--- config.mk ---
export PLATFORM = sky130hd
export DESIGN_NAME = ysyx_24100029_ifu_prefetch_flat
export DESIGN_NICKNAME = d
export VERILOG_FILES = /design/src/rtl/ysyx_24100029_ifu_prefetch_pkg.sv /design/src/rtl/ysyx_24100029_ifu_prefetch_if.sv /design/src/rtl/ysyx_24100029_sync_fifo.sv /design/src/rtl/ysyx_24100029_ifu_prefetch.sv /design/src/flat_wrapper.sv
export SDC_FILE = /design/constraint.sdc
export NUM_CORES = 1
export LEC_CHECK = 0
export BUFFER_PORTS_ARGS = -buffer_cell sky130_fd_sc_hd__buf_2
export CORE_MARGIN = 2
export CORE_UTILIZATION = 55
export DETAILED_ROUTE_END_ITERATION = 7
export GPL_ROUTABILITY_DRIVEN = 1
export GPL_TIMING_DRIVEN = 0
export PLACE_DENSITY_LB_ADDON = 0.2
export SYNTH_ARGS = -nofsm -noshare
export SYNTH_HDL_FRONTEND = slang
export SYNTH_SLANG_ARGS = --single-unit
--- constraint.sdc ---
create_clock -name clock -period 10.79 [get_ports clock]
set_clock_uncertainty 0.05 [all_clocks]
set_input_delay 2.158 -clock clock [delete_from_list [all_inputs] [get_ports clock]]
set_output_delay 2.158 -clock clock [all_outputs]
set_load 0.005 [all_outputs]
--- src/rtl/ysyx_24100029_ifu_prefetch_pkg.sv ---
`default_nettype none
// ============================================================================
// Module      : ysyx_24100029_ifu_prefetch_pkg
// Description : Shared AXI encodings, reset fetch address and the layout of
//               one prefetch-buffer entry.
// Revision    : 1.0 - initial release
// ============================================================================
package ysyx_24100029_ifu_prefetch_pkg;

    localparam logic [2:0]  SIZE_4B          = 3'b010;
    localparam logic [1:0]  BURST_INCR       = 2'b01;
    localparam logic [1:0]  RESP_OKAY        = 2'b00;
    localparam logic [31:0] RESET_PC_DEFAULT = 32'h3000_0000;

    // One buffered fetch: {pc, inst, err} packs to 65 bits.
    typedef struct packed {
        logic [31:0] pc;
        logic [31:0] inst;
        logic        err;
    } fetch_entry_t;

    localparam int ENTRY_W = $bits(fetch_entry_t);

endpackage
`default_nettype wire

--- src/rtl/ysyx_24100029_ifu_prefetch_if.sv ---
`default_nettype none
// ============================================================================
// Module      : ysyx_24100029_ifu_prefetch_if
// Description : Pipeline-side (redirect/stall/decode) and AXI read-side
//               signals of the prefetching fetch unit.
// Revision    : 1.0 - initial release
// ============================================================================
interface ysyx_24100029_ifu_prefetch_if #(
    parameter int ID_W = 4
);
    // pipeline control
    logic            redirect;
    logic [31:0]     redirect_pc;
    logic            stall;
    // decode side
    logic            valid;
    logic            ready;
    logic [31:0]     pc;
    logic [31:0]     inst;
    logic            inst_err;
    // AXI AR channel
    logic            arvalid;
    logic            arready;
    logic [31:0]     araddr;
    logic [ID_W-1:0] arid;
    logic [7:0]      arlen;
    logic [2:0]      arsize;
    logic [1:0]      arburst;
    // AXI R channel
    logic            rvalid;
    logic            rready;
    logic [31:0]     rdata;
    logic [1:0]      rresp;
    logic            rlast;
    logic [ID_W-1:0] rid;

    // Fetch unit view
    modport master (
        input  redirect, redirect_pc, stall, ready,
        input  arready, rvalid, rdata, rresp, rlast, rid,
        output valid, pc, inst, inst_err,
        output arvalid, araddr, arid, arlen, arsize, arburst, rready
    );

    // Pipeline + memory view
    modport slave (
        output redirect, redirect_pc, stall, ready,
        output arready, rvalid, rdata, rresp, rlast, rid,
        input  valid, pc, inst, inst_err,
        input  arvalid, araddr, arid, arlen, arsize, arburst, rready
    );
endinterface
`default_nettype wire

--- src/rtl/ysyx_24100029_sync_fifo.sv ---
`default_nettype none
// ============================================================================
// Module      : ysyx_24100029_sync_fifo
// Description : Register-based synchronous FIFO with flush and occupancy.
//               Head data is zero while empty.
// Revision    : 1.0 - initial release
// ============================================================================
module ysyx_24100029_sync_fifo #(
    parameter int WIDTH = 65,
    parameter int DEPTH = 4,
    localparam int AW   = $clog2(DEPTH)
) (
    input  wire logic             clock,
    input  wire logic             reset,
    input  wire logic             flush,
    input  wire logic             push,
    input  wire logic [WIDTH-1:0] wdata,
    input  wire logic             pop,
    output logic      [WIDTH-1:0] rdata,
    output logic                  empty,
    output logic                  full,
    output logic      [AW:0]      count
);
    logic [WIDTH-1:0] r_mem [DEPTH];
    logic [AW:0]      r_wptr;
    logic [AW:0]      r_rptr;

    // Pointers carry an extra wrap bit so full and empty are distinguishable.
    always_ff @(posedge clock) begin
        if (reset || flush) begin
            r_wptr <= '0;
            r_rptr <= '0;
        end else begin
            if (push && !full) r_wptr <= r_wptr + 1'b1;
            if (pop && !empty) r_rptr <= r_rptr + 1'b1;
        end
    end

    // Storage needs no reset; only pointer-qualified entries are ever read.
    always_ff @(posedge clock) begin
        if (push && !full) r_mem[r_wptr[AW-1:0]] <= wdata;
    end

    // Occupancy and head read from registered state only.
    always_comb begin
        count = r_wptr - r_rptr;
        empty = (count == '0);
        full  = (count == (AW+1)'(DEPTH));
        rdata = empty ? '0 : r_mem[r_rptr[AW-1:0]];
    end
endmodule
`default_nettype wire

--- src/rtl/ysyx_24100029_ifu_prefetch.sv ---
`default_nettype none
// ============================================================================
// Module      : ysyx_24100029_ifu_prefetch
// Description : Instruction fetch with prefetch buffer. Issues single-beat
//               AXI reads ahead of decode, reserving buffer space at issue so
//               rready can stay high. Redirects flush the buffer and discard
//               beats still owed for the old stream.
// Revision    : 1.0 - initial release
// ============================================================================
module ysyx_24100029_ifu_prefetch
    import ysyx_24100029_ifu_prefetch_pkg::*;
#(
    parameter logic [31:0] RESET_PC        = RESET_PC_DEFAULT,
    parameter int          FIFO_DEPTH      = 4,
    parameter int          MAX_OUTSTANDING = 2,
    parameter int          ID_W            = 4
) (
    input wire logic                      clock,
    input wire logic                      reset,
    ysyx_24100029_ifu_prefetch_if.master  bus
);
    localparam int CW = $clog2(FIFO_DEPTH) + 1;

    logic          r_arvalid;
    logic [31:0]   r_araddr;
    logic [31:0]   r_fpc;
    logic [31:0]   r_rpc;
    logic [CW-1:0] r_inflight;
    logic [CW-1:0] r_drop_cnt;

    logic [CW-1:0] w_fifo_count;
    logic          w_fifo_empty;
    logic          w_fifo_full;
    fetch_entry_t  w_push_entry;
    fetch_entry_t  w_head;

    logic          w_beat;
    logic          w_drop_beat;
    logic          w_push;
    logic          w_pop;
    logic          w_ar_free;
    logic          w_issue;
    logic [CW-1:0] w_inflight_after;
    logic [CW-1:0] w_drop_after;
    logic [CW-1:0] w_count_after;
    logic [CW:0]   w_credit_used;
    logic          w_unused_ok;

    // Beat disposal and issue decision, using counter values after this
    // cycle's beat, push, pop and flush have been applied.
    always_comb begin
        w_beat           = bus.rvalid;
        w_drop_beat      = w_beat && (r_drop_cnt != '0);
        // A beat landing with a redirect belongs to the old stream.
        w_push           = w_beat && !w_drop_beat && !bus.redirect;
        w_pop            = !w_fifo_empty && bus.ready;
        w_inflight_after = r_inflight - CW'(w_beat);
        w_drop_after     = bus.redirect ? w_inflight_after
                                        : (r_drop_cnt - CW'(w_drop_beat));
        w_count_after    = bus.redirect ? '0
                                        : (w_fifo_count + CW'(w_push) - CW'(w_pop));
        // Kept reads still owed plus buffered entries must leave a free slot.
        w_credit_used    = {1'b0, w_inflight_after - w_drop_after} + {1'b0, w_count_after};
        w_ar_free        = !r_arvalid || bus.arready;
        w_issue          = w_ar_free && !bus.stall && !bus.redirect
                        && (w_inflight_after < CW'(MAX_OUTSTANDING))
                        && (w_credit_used < (CW+1)'(FIFO_DEPTH));
        w_push_entry.pc   = r_rpc;
        w_push_entry.inst = bus.rdata;
        w_push_entry.err  = (bus.rresp != RESP_OKAY);
    end

    // AR channel, fetch/response pcs and the outstanding/discard counters.
    always_ff @(posedge clock) begin
        if (reset) begin
            r_arvalid  <= 1'b0;
            r_araddr   <= '0;
            r_fpc      <= RESET_PC;
            r_rpc      <= RESET_PC;
            r_inflight <= '0;
            r_drop_cnt <= '0;
        end else begin
            // A raised request holds its address until accepted.
            if (w_ar_free) r_arvalid <= w_issue;
            if (w_issue)   r_araddr  <= r_fpc;
            r_fpc      <= bus.redirect ? bus.redirect_pc
                                       : (w_issue ? r_fpc + 32'd4 : r_fpc);
            r_rpc      <= bus.redirect ? bus.redirect_pc
                                       : (w_push ? r_rpc + 32'd4 : r_rpc);
            r_inflight <= w_inflight_after + CW'(w_issue);
            r_drop_cnt <= w_drop_after;
        end
    end

    ysyx_24100029_sync_fifo #(
        .WIDTH (ENTRY_W),
        .DEPTH (FIFO_DEPTH)
    ) u_fifo (
        .clock (clock),
        .reset (reset),
        .flush (bus.redirect),
        .push  (w_push),
        .wdata (w_push_entry),
        .pop   (w_pop),
        .rdata (w_head),
        .empty (w_fifo_empty),
        .full  (w_fifo_full),
        .count (w_fifo_count)
    );

    assign bus.valid    = !w_fifo_empty;
    assign bus.pc       = w_head.pc;
    assign bus.inst     = w_head.inst;
    assign bus.inst_err = w_head.err;
    assign bus.arvalid  = r_arvalid;
    assign bus.araddr   = r_araddr;
    assign bus.arid     = ID_W'(0);
    assign bus.arlen    = 8'd0;
    assign bus.arsize   = SIZE_4B;
    assign bus.arburst  = BURST_INCR;
    assign bus.rready   = 1'b1;

    // Single-beat, single-ID reads: rlast and rid carry no information.
    // Full is never reached on push thanks to the credit check.
    assign w_unused_ok  = ^{bus.rlast, bus.rid, w_fifo_full};
endmodule
`default_nettype wire

--- src/flat_wrapper.sv ---
// flat-port wrapper written by rule: the top's interface ports become plain ports
module ysyx_24100029_ifu_prefetch_flat import ysyx_24100029_ifu_prefetch_pkg::*;
#(
    parameter logic [31:0] RESET_PC        = RESET_PC_DEFAULT,
    parameter int          FIFO_DEPTH      = 4,
    parameter int          MAX_OUTSTANDING = 2,
    parameter int          ID_W            = 4
)
  (clock, reset, bus_redirect, bus_redirect_pc, bus_stall, bus_ready, bus_arready, bus_rvalid, bus_rdata, bus_rresp, bus_rlast, bus_rid, bus_valid, bus_pc, bus_inst, bus_inst_err, bus_arvalid, bus_araddr, bus_arid, bus_arlen, bus_arsize, bus_arburst, bus_rready);
  ysyx_24100029_ifu_prefetch_if #(.ID_W(ID_W)) bus_i ();
  input wire logic clock;
  input wire logic reset;
  input wire logic [$bits(bus_i.redirect)-1:0] bus_redirect;
  input wire logic [$bits(bus_i.redirect_pc)-1:0] bus_redirect_pc;
  input wire logic [$bits(bus_i.stall)-1:0] bus_stall;
  input wire logic [$bits(bus_i.ready)-1:0] bus_ready;
  input wire logic [$bits(bus_i.arready)-1:0] bus_arready;
  input wire logic [$bits(bus_i.rvalid)-1:0] bus_rvalid;
  input wire logic [$bits(bus_i.rdata)-1:0] bus_rdata;
  input wire logic [$bits(bus_i.rresp)-1:0] bus_rresp;
  input wire logic [$bits(bus_i.rlast)-1:0] bus_rlast;
  input wire logic [$bits(bus_i.rid)-1:0] bus_rid;
  output wire logic [$bits(bus_i.valid)-1:0] bus_valid;
  output wire logic [$bits(bus_i.pc)-1:0] bus_pc;
  output wire logic [$bits(bus_i.inst)-1:0] bus_inst;
  output wire logic [$bits(bus_i.inst_err)-1:0] bus_inst_err;
  output wire logic [$bits(bus_i.arvalid)-1:0] bus_arvalid;
  output wire logic [$bits(bus_i.araddr)-1:0] bus_araddr;
  output wire logic [$bits(bus_i.arid)-1:0] bus_arid;
  output wire logic [$bits(bus_i.arlen)-1:0] bus_arlen;
  output wire logic [$bits(bus_i.arsize)-1:0] bus_arsize;
  output wire logic [$bits(bus_i.arburst)-1:0] bus_arburst;
  output wire logic [$bits(bus_i.rready)-1:0] bus_rready;
  assign bus_i.redirect = bus_redirect;
  assign bus_i.redirect_pc = bus_redirect_pc;
  assign bus_i.stall = bus_stall;
  assign bus_i.ready = bus_ready;
  assign bus_i.arready = bus_arready;
  assign bus_i.rvalid = bus_rvalid;
  assign bus_i.rdata = bus_rdata;
  assign bus_i.rresp = bus_rresp;
  assign bus_i.rlast = bus_rlast;
  assign bus_i.rid = bus_rid;
  assign bus_valid = bus_i.valid;
  assign bus_pc = bus_i.pc;
  assign bus_inst = bus_i.inst;
  assign bus_inst_err = bus_i.inst_err;
  assign bus_arvalid = bus_i.arvalid;
  assign bus_araddr = bus_i.araddr;
  assign bus_arid = bus_i.arid;
  assign bus_arlen = bus_i.arlen;
  assign bus_arsize = bus_i.arsize;
  assign bus_arburst = bus_i.arburst;
  assign bus_rready = bus_i.rready;
  ysyx_24100029_ifu_prefetch #(.RESET_PC(RESET_PC), .FIFO_DEPTH(FIFO_DEPTH), .MAX_OUTSTANDING(MAX_OUTSTANDING), .ID_W(ID_W)) u_core (.clock(clock), .reset(reset), .bus(bus_i));
endmodule
# Word level (Yosys, flattened, before mapping)
# Memory sizes are Yosys's and may differ from the RTL's. A register that Yosys moved wholly into a read port is not among the register bits.
# Index checks and enable logic that the tools add are counted.
[word_totals]
ff_bits = 109
in_bits = 78
output_inout_bits = 117
word_cells = 58
memories = 1
ramBits = 260
[mem_list]
columns = ["name", "depth", "word_bits", "rd", "rd_ports_with_merged_regs", "write_ports", "line", "source"]
rows = [
  ["u_core.u_fifo.r_mem", 4, 65, 1, 1, 1, "ysyx_24100029_sync_fifo.sv:24", "logic [WIDTH-1:0] r_mem [DEPTH];"],
]
[op_classes]
n_reduce_logical = 23
n_eq_ne = 1
n_lt_le_gt_ge = 2
muxes = 11
addsub = 12
[ops]
columns = ["cell", "count"]
rows = [
  ["$mux 32", 4],
  ["$mux 65", 1],
  ["$add 32x3->32 const B", 2],
  ["$logic_and 1x1->1", 10],
  ["$sub 3x1->3", 3],
  ["$add 3x1->3", 2],
  ["$add 3x1->3 const B", 2],
  ["$logic_not 1->1", 6],
  ["$mux 3", 2],
  ["$reduce_bool 2->1", 3],
  ["$sub 3x3->3", 2],
  ["$add 3x3->4", 1],
  ["$lt 4x3->1 const B", 1],
  ["$mux 2", 2],
  ["$eq 3x3->1 const B", 1],
  ["$logic_not 3->1", 1],
  ["$lt 3x2->1 const B", 1],
  ["$reduce_bool 3->1", 1],
  ["$logic_or 1x1->1", 2],
  ["$mux 1", 2],
]

# Logic depth before layout (Yosys ltp)
# Gate-level depths: netlist of run 1.
[logic_depth]
word_depth = 13
ltp_mapped = 26
mapped_depth_nobuf = 23

# Hierarchy
# A second synthesis of run 1 with hierarchy kept.
[unflattened]
hier_cells = 1145
hier_area_um2 = 16045.4
[by_module_without_submodules]
columns = ["mod", "instances", "cells_per_inst", "seq_area_each_um2", "area_each_um2"]
rows = [
  ["ysyx_24100029_sync_fifo", 1, 467, 7967.6, 10640.2],
  ["ysyx_24100029_ifu_prefetch", 1, 678, 2062.0, 5405.2],
]

# Worst setup path after synthesis of run 1
# Ideal clock, no wire load.
[synth_path]
path_type = "input to register"
from = "input bus_ready"
to = "register u_core.r_inflight[1]"
stages = 19
t_required_ns = 10.613
t_arrival_ns = 5.550
setup_ns = 0.127
setup_slack_ns = 5.063
path_buffers = 3
path_cell_list = "and2_1 clkbuf_1 ha_1 inv_1 ha_1 fa_1 xnor2_1 xnor2_1 nor2_1 ha_1 nor4_4 nand4b_2 or2_4 inv_2 buf_2 buf_2 ha_1 ha_1 nor2b_1"
[synth_via]
elab_chain_len = 7
[synth_lines]
columns = ["element", "line", "source"]
rows = [
  ["start: declaration", "flat_wrapper.sv:16", "input wire logic [$bits(bus_i.ready)-1:0] bus_ready;"],
  ["$logic_and 1x1->1", "ysyx_24100029_ifu_prefetch.sv:56", "w_pop = !w_fifo_empty && bus.ready;"],
  ["$sub 3x1->3", "ysyx_24100029_ifu_prefetch.sv:61", ": (w_fifo_count + CW'(w_push) - CW'(w_pop));"],
  ["$mux 3", "ysyx_24100029_ifu_prefetch.sv:60", "w_count_after = bus.redirect ? '0"],
  ["$add 3x3->4", "ysyx_24100029_ifu_prefetch.sv:63", "w_credit_used = {1'b0, w_inflight_after - w_drop_after} + {1'b0, w_count_after};"],
  ["$lt 4x3->1", "ysyx_24100029_ifu_prefetch.sv:67", "&& (w_credit_used < (CW+1)'(FIFO_DEPTH));"],
  ["$logic_and 1x1->1", "ysyx_24100029_ifu_prefetch.sv:67", ""],
  ["net u_core.w_issue", "ysyx_24100029_ifu_prefetch.sv:42", "logic w_issue;"],
  ["$add 3x1->3", "ysyx_24100029_ifu_prefetch.sv:90", "r_inflight <= w_inflight_after + CW'(w_issue);"],
  ["end signal: assignment", "ysyx_24100029_ifu_prefetch.sv:90", ""],
  ["end: declaration", "ysyx_24100029_ifu_prefetch.sv:28", "logic [CW-1:0] r_inflight;"],
]
# The timed path passes the listed nets, and every way through them passes these cells.
# A chain may end at the register's enable or synchronous reset.

# Worst setup path in the final report of run 1
[layout_path]
from = "register u_core.u_fifo.r_wptr[0]"
to = "register u_core.r_inflight[2]"
[layout_via]
elab_chain_len = 10
word_cells_on_any_way = 11
classes_between = "add/sub (5); order compare (1); mux (1); reduce/logical (4)"
[layout_lines]
columns = ["element", "line", "source"]
rows = [
  ["start: declaration", "ysyx_24100029_sync_fifo.sv:25", "logic [AW:0] r_wptr;"],
  ["start signal: assignment", "ysyx_24100029_sync_fifo.sv:34", "if (push && !full) r_wptr <= r_wptr + 1'b1;"],
  ["$sub 3x3->3 *", "ysyx_24100029_sync_fifo.sv:46", "count = r_wptr - r_rptr;"],
  ["branches (longest 3 deep; another with $add 3x1->3)", "n/a", ""],
  ["$sub 3x1->3 *", "ysyx_24100029_ifu_prefetch.sv:61", ""],
  ["$mux 3 *", "ysyx_24100029_ifu_prefetch.sv:60", ""],
  ["$add 3x3->4 *", "ysyx_24100029_ifu_prefetch.sv:63", ""],
  ["$lt 4x3->1 *", "ysyx_24100029_ifu_prefetch.sv:67", ""],
  ["$logic_and 1x1->1 *", "ysyx_24100029_ifu_prefetch.sv:67", ""],
  ["net u_core.w_issue", "ysyx_24100029_ifu_prefetch.sv:42", ""],
  ["$add 3x1->3 *", "ysyx_24100029_ifu_prefetch.sv:90", ""],
]
# Mark *: on every way through the listed nets, which the timed path passes.

==> results of run 1 <==
==> worst max-delay path by stage <==
stage,end,slack (ns),cells past startpoint
2_1_floorplan,u_core.r_inflight[1],5.06,19
3_3_place_gp,u_core.u_fifo.r_mem[0][27],4.25,5
3_5_place_dp,u_core.r_inflight[2],4.36,21
4_1_cts,u_core.r_inflight[2],4.53,26
5_1_grt,u_core.r_inflight[2],4.12,26
6_report,u_core.r_inflight[2],4.58,26
==> cells by family after synthesis <==
group	after synthesis	share of synthesized area (%)
simple gates	352	11.78
other cells	2	0.04855
flops	371	64.83
compound gates	141	5.492
mux	77	10.26
fa+ha+maj	22	1.925
xor+xnor	46	2.604
buf+inv	99	3.057
==> layer usage <==
layer  GRT usage [%]  up-vias  wire length, microns  share of wire, %
li1                -     4562                     -                 -
met1           33.01     4849                 15080                44
met2           39.10      332                 16740                48
met3           4.464       48                  2163               6.2
met4           6.890        0                   678               2.0
met5               0        -                     0                 0
==> per-stage QoR <==
step	setup slack [ns]	power, mW	area, sq um	std cells
floorplan	5.063	1.951	15530	1126
global placement	4.249	2.099	16850	1673
detailed placement	4.365	2.111	16950	1677
CTS	4.526	3.523	18330	1751
global route	4.119	3.639	18330	1751
finish	4.582	3.500	18340	1753
==> cell usage after synthesis, types with 4 or more instances <==
library cell and count:
inv_1 17, a21oi_1 65, xor2_1 17, xnor2_1 29, or3_1 4, clkbuf_1 44, mux4_2 65, nand3_1 22
and3_1 7, dfxtp_1 111, buf_2 9, nor3_1 11, a21boi_0 9, edfxtp_1 260, ha_1 19, buf_4 18
nand4_1 15, and2_1 75, nor2_1 47, a31oi_1 12, nand2_1 135, mux2i_1 9, o21ai_0 18, a211oi_1 9
o21a_1 9, and4_1 9, buf_1 6
==> cell type report <==
type	count	area [sq um]	area share, %
flip-flops and latches	371	10030	54.69
multi-input cells	656	5037	27.47
well taps	378	473.0	2.579
clock inverters	21	279.0	1.521
repair buffers	173	940.9	5.131
inverters	19	71.32	0.3889
clock buffers	53	1101	6.004
plain buffers	80	401.6	2.190
diodes	2	5.005	0.02729
==> where the power goes <==
part | internal, mW | switching, mW | total [mW]
Combinational | 0.181 | 0.255 | 0.436
Sequential | 1.60 | 0.0485 | 1.65
Clock | 0.868 | 0.550 | 1.42
==> worst max-delay path, delay by kind of cell (launching register included) <==
family | cells | cell delay (ns)
buffers and inverters | 6 | 0.97
DFF | 1 | 0.39
adders and majority gates | 8 | 2.11
and+or+nand+nor | 7 | 1.62
xor gates and xnor gates | 5 | 0.89
==> state kept, by name, summed over array words and instances, names as in the netlist, named ones only <==
register and cells:
u_core.r_fpc 32, u_core.bus.araddr 32, u_core.u_fifo.r_wptr 3, u_core.u_fifo.r_mem 260, u_core.u_fifo.r_rptr 3, u_core.bus.arvalid 1, u_core.r_rpc 32, u_core.r_inflight 3
u_core.r_drop_cnt 3
==> summary.md, run 1 <==
| Metric | Value |
|---|---|
| Summed instance area of the synthesized netlist | `15470 sq um` |
| Worst Max-Slew Pin Slew | `0.9074 ns` |
| Number of max-slew violations in the final report | `0` |
| CP max FO | `10` |
| Vias per inst | `5.585` |
| Run status | `completed` |
| Required time at the endpoint of the critical path | `11.13 ns` |
| Post-synthesis cell type with the largest combined area | `edfxtp_1` |
| Mapped Avg Cell Area | `13.94 sq um` |
| Fill cell instance count of the final layout | `2021` |
| Asr flop ratio synth | `0%` |
| Total number of nets in the final design | `1441` |
| Cell occurring most often along the worst timing path | `ha_1` |
| Number of buffers on the longest clock path | `3` |
| Reg2reg start | `u_core.u_fifo.r_wptr[0]` |
| Starting density of the core | `55.84%` |
| Register-to-register path setup slack | `4.58 ns` |
| Yosys reg bits | `371` |
| Hold Worst Slack | `0.4009 ns` |
| Drt pass-1 iters | `7` |
| Maximum number of pins on one net before global-route repair | `53` |
| Power density over the cells | `190.9 nW/um^2` |
| F_max | `0.1611 GHz` |
| Final Hold Fails | `0` |
| Iteration-0 DRC Markers | `924` |
| DRC errors left | `0` |
| Chip height | `171.7 microns` |
| Post-cts repair resize count | `0` |
| Die span in x | `171.7 microns` |
| Type of the worst min-delay path | `flop to flop` |
| Critical setup path kind | `flop to flop` |
| Number of enable flip-flop cells after synthesis | `260` |
| Post-CTS clock slew at the launch and capture registers of the worst setup and hold paths | `0.06 ns` |
| Area inside the core boundary | `27710 sq um` |
| Total of hold buffers inserted after clock tree synthesis | `0` |
| Commonest register cell after synthesis | `edfxtp_1` |
| Largest voltage drop on the vdd net | `0.0001488 V` |
| Routed wire per std cell | `19.77 microns` |
| Number of rows created at floorplan | `61` |
| Portion of synthesized cell area occupied by the leading cell type | `50.47%` |
| Clk Latency, worst-skew pair | `0.53 ns` |
| Final setup fails | `0` |
| End of the worst register-to-register path | `u_core.r_inflight[2]` |
| Cell count of the worst reg-to-reg path | `26` |
| Count of cells along the worst hold path | `2` |
| Initial antenna violation count | `1` |
| Final min period | `6.208 ns` |
| Global-route usage over all layers | `23.91%` |
| Synth unique cells | `61` |
| Number of H-tree levels | `2` |
| Most frequent standard cell in the layout excluding fill and tap cells | `edfxtp_1` |
| Final critical-path share of the clock period | `57.54%` |
| Kind of capture point of the worst setup path | `flop` |
| Data arrival time of the critical path | `6.55 ns` |
| Post-DRT Antenna Nets | `0` |
| Io pins | `195` |
| Global-route wire length before repair | `53.67 mm` |
| Clock tree from TritonCTS | `built` |
| Setup repair after global routing missed its margin | `no` |
| Post-CTS Repair Setup Buffers | `0` |
| CTS sink count | `371` |
| Element type at the critical path start | `flop` |
| Timing startpoint of the critical path | `u_core.u_fifo.r_wptr[0]` |
| Port Buffer Count | `169` |
| Area added between synthesis and finish | `18.55%` |
| Library cell used as clock root buffer | `clkbuf_16` |
| Warnings, synthesis | `0` |
| Tightest slew margin relative to the limit | `39.51%` |
| Post-detailed-placement half-perimeter wirelength | `23.74 mm` |
| Number of maximum-capacitance constraint violations | `0` |
| Synth top area cells | `edfxtp_1, dfxtp_1, mux4_2, nand2_1, and2_1` |
| Post-synthesis sequential area ratio | `64.83%` |
| Placer Congestion | `0.9757` |
| Gate count of the mapped netlist | `1110` |
| Routed WL | `34.66 mm` |
| Worst Hold Path EP | `u_core.bus.araddr[24]` |
| Sum Neg Setup Slack | `0 ns` |
| Cell with the biggest individual delay on the critical path | `dfxtp_1` |
| Hold path start | `u_core.bus.araddr[24]` |
| Via count | `9791` |
| Leakage power figure | `6.648 nW` |
| Most used cells in the layout excluding fill and tap cells | `edfxtp_1, buf_2, nand2_1` |
| Remaining global-route overflow | `0` |
| Critical Path Max Stage Delay | `0.39 ns` |
| Via count of the first global-routing pass | `9665` |
| Area of the die | `29480 sq um` |
| Util after Layout | `66.19%` |
| Number of CTS-inserted buffers | `40` |
| Fraction of final layout cells sized beyond drive strength 1 | `25.56%` |
(Power assumes the default switching activity.)
==> run 2: changes to the inputs <==
- ABC_AREA: default -> 1
- clock period: 10.79 -> 6 ns (I/O delays scaled with it)
==> summary.md, run 2 <==
| Metric | Value |
|---|---|
| Routed wire per std cell | `18.34 microns (-7.2%)` |
| Number of buffers on the longest clock path | `3 (unchanged)` |
| Design Power | `6.366 mW (+82%)` |
| Max FFs per register | `260 (unchanged)` |
| Final setup fails | `0 (unchanged)` |
| Summed instance area of the synthesized netlist | `16660 sq um (+7.7%)` |
| Most frequent standard cell in the layout excluding fill and tap cells | `nor2_1` |
| Kind of capture point of the worst setup path | `flop` |
| Share of the synthesized netlist area taken by xor and xnor gates | `1.201% (-1.4 points)` |
| Number of maximum-capacitance constraint violations | `0 (unchanged)` |
| Routed WL | `44.82 mm (+29%)` |
| Area of the die | `31710 sq um (+7.5%)` |
| Post-cts repair resize count | `0 (unchanged)` |
| Starting density of the core | `56.07% (+0.24 points)` |
| Most used cells in the layout excluding fill and tap cells | `nor2_1, nand2_1, edfxtp_1` |
| Post-synthesis sequential area ratio | `60.19% (-4.6 points)` |
| Data arrival time of the critical path | `5.64 ns (-0.91 ns)` |
| Final min period | `5.270 ns (-0.9387 ns)` |
| Warnings, synthesis | `0 (unchanged)` |
| Count of buffering cells on the critical path with inverters included | `7 (+1)` |
| Most frequent cells after synthesis | `nor2_1, nand2_1, edfxtp_1` |
| Run status | `completed` |
| Placement-stage worst setup slack | `0.4588 ns (-3.906 ns)` |
| Largest family of logic cells by synthesized area | `simple AND/OR/NAND/NOR gates` |
| Port Buffer Count | `169 (unchanged)` |
| Total of hold buffers inserted after clock tree synthesis | `0 (unchanged)` |
| Placer Congestion | `0.9263 (-5.1%)` |
| Io pins | `195 (unchanged)` |
| Synth top area cells | `edfxtp_1, dfxtp_1, nor2_1, nand2_1, o21ai_0` |
| Via count of the first global-routing pass | `13020 (+35%)` |
| Post-Synth Adder-Cell Area | `1.787% (-0.14 points)` |
| Diode count | `0 (-2)` |
| Worst Max-Slew Pin Slew | `0.9298 ns (+0.02241 ns)` |
| Crit path setup slack, layout | `0.7303 ns (-3.851 ns)` |
| Cell family contributing the most delay on the critical path | `adder cells` |
| Critical setup path kind | `flop to flop` |
| Area added between synthesis and finish | `16.97%` |
| Yosys reg bits | `371 (unchanged)` |
| Via count | `13460 (+38%)` |
| Asr flop ratio synth | `0% (unchanged)` |
| Library cell used as clock root buffer | `clkbuf_16` |
| Vias per inst | `5.509 (-1.4%)` |
| Synth unique cells | `37 (-39%)` |
| Post-detailed-placement half-perimeter wirelength | `31.62 mm (+33%)` |
| Post-synthesis compound-gate area fraction | `10.78% (+5.3 points)` |
| Chip height | `178.1 microns (+3.7%)` |
| Number of H-tree levels | `2 (unchanged)` |
| Drt pass-1 iters | `6 (-1)` |
| Number of CTS-inserted buffers | `39 (-2.5%)` |
| Fraction of synthesized area in multiplexers | `0% (-10 points)` |
| Number of max-slew violations in the final report | `0 (unchanged)` |
| Element type at the critical path start | `flop` |
| Global-route wire length before repair | `69.17 mm (+29%)` |
| Commonest register cell after synthesis | `edfxtp_1` |
| Critical Path Max Stage Delay | `0.41 ns (+0.02 ns)` |
| Fraction of final layout cells sized beyond drive strength 1 | `15.53% (-10 points)` |
| CTS sink count | `371 (unchanged)` |
| Portion of synthesized cell area occupied by the leading cell type | `46.85% (-3.6 points)` |
| Area inside the core boundary | `29720 sq um (+7.3%)` |
| Clock tree from TritonCTS | `built` |
| Leakage power figure | `7.974 nW (+20%)` |
| Number of enable flip-flop cells after synthesis | `260 (unchanged)` |
| DRC errors left | `0 (unchanged)` |
| Iteration-0 DRC Markers | `1124 (+22%)` |
| Post-DRT Antenna Nets | `0 (unchanged)` |
| Maximum number of pins on one net before global-route repair | `30 (-43%)` |
| Number of rows created at floorplan | `63 (+3.3%)` |
| Post-Synth Simple-Gate Area | `18.72% (+6.9 points)` |
| Power density over the cells | `326.6 nW/um^2 (+71%)` |
| Largest voltage drop on the vdd net | `0.0002232 V (+50%)` |
| Type of the worst min-delay path | `flop to flop` |
| Clk Latency, worst-skew pair | `0.53 ns (about the same)` |
| Post-synthesis cell type with the largest combined area | `edfxtp_1` |
| Global-route usage over all layers | `28.44% (+4.5 points)` |
| F_max | `0.1898 GHz (+18%)` |
| Total number of nets in the final design | `2123 (+47%)` |
| Cell with the biggest individual delay on the critical path | `fa_1` |
| Gate count of the mapped netlist | `1789 (+61%)` |
| Cell occurring most often along the worst timing path | `ha_1` |
| Post-CTS clock slew at the launch and capture registers of the worst setup and hold paths | `0.06 ns (about the same)` |
| Util after Layout | `65.59% (-0.60 points)` |
| Required time at the endpoint of the critical path | `6.37 ns (-4.76 ns)` |
| Final critical-path share of the clock period | `87.83% (+30 points)` |
| Remaining global-route overflow | `0 (unchanged)` |
| Most frequent cell after synthesis | `nor2_1` |
| CP max FO | `10 (unchanged)` |
| Setup repair after global routing missed its margin | `no` |
| Initial antenna violation count | `2 (+1)` |
| Mapped Avg Cell Area | `9.314 sq um (-33%)` |
| Post-CTS Repair Setup Buffers | `0 (unchanged)` |
| Die span in x | `178.1 microns (+3.7%)` |
| Final Hold Fails | `0 (unchanged)` |
| Tightest slew margin relative to the limit | `37.87% (-1.6 points)` |
[run 2: changes by cell type after synthesis, sizes merged, moves of 23 or more]
cell | before | now
and2 | 75 | 1
mux4 | 65 | 0
inv | 19 | 180
o32ai | 0 | 65
o21ai | 19 | 138
buf | 36 | 60
nand2 | 135 | 339
xnor2 | 29 | 6
nor2 | 47 | 353
nand3 | 22 | 74
[run 2: final timing paths]
path                      startpoint              endpoint  slack (ns)  cells past startpoint
max          u_core.u_fifo.r_wptr[0]  u_core.r_inflight[2]        0.73                     28
min             u_core.bus.araddr[2]  u_core.bus.araddr[2]        0.43                      2
max reg2reg  u_core.u_fifo.r_wptr[0]  u_core.r_inflight[2]        0.73                     28
min reg2reg     u_core.bus.araddr[2]  u_core.bus.araddr[2]        0.43                      2
[run 2: logic make-up (layout without fill, tap and decap cells)]
kind of cell / Yosys count / after routing
adder cells (fa/ha/maj): 22 / 22
buffers and inverters: 284 / 533
XOR/XNOR: 22 / 22
flip-flops: 371 / 371
AND/OR/NAND/NOR: 787 / 787
other: 2 / 18
AO/OA/AOI/OAI: 301 / 301
[run 2: metrics by stage]
stage | std cells | hold slack [ns] | area, sq um | TNS, ns
final | 2444 | 0.4316 | 19490 | 0
after detailed placement | 2372 | 0.4223 | 18260 | 0
after CTS | 2444 | 0.4332 | 19490 | 0
after floorplan | 1805 | 0.3797 | 16720 | 0
after global placement | 2364 | 0.4160 | 18060 | -473.87
after global routing | 2444 | 0.4523 | 19490 | 0
[run 2: metal layers]
metal  global-route usage (%)  share of wire (%)  vias up
li1                         -                  -     6440
met1                    36.69                 42     6388
met2                    48.64                 48      533
met3                    4.390                6.4      101
met4                    10.52                3.5        2
met5                        0              0.020        -
[run 2: power breakdown]
group / internal, mW / total (mW) / switching (mW)
clock network: 1.35 / 2.33 / 0.974
registers: 2.88 / 2.98 / 0.0963
logic: 0.394 / 1.06 / 0.665
[run 2: layout make-up]
cell class / instances / area (sq um)
plain buffers: 104 / 536.8
clock buffers: 54 / 1084
clock inverters: 18 / 152.6
fillers: 2412 / 10230
inverters: 180 / 675.6
multi-input cells: 1150 / 5512
flip-flops and latches: 371 / 10030
well taps: 390 / 488.0
repair buffers: 177 / 1013
[run 2: worst register-to-register path, delay by kind of cell, from the launching register on]
kind                       cells  cell delay [ns]
adders and majority gates      8             2.13
and+or+nand+nor                6             0.84
buffers and inverters          7             0.85
xor gates and xnor gates       3             0.52
DFF                            1             0.38
AOI/OAI and AO/OA              4             0.44
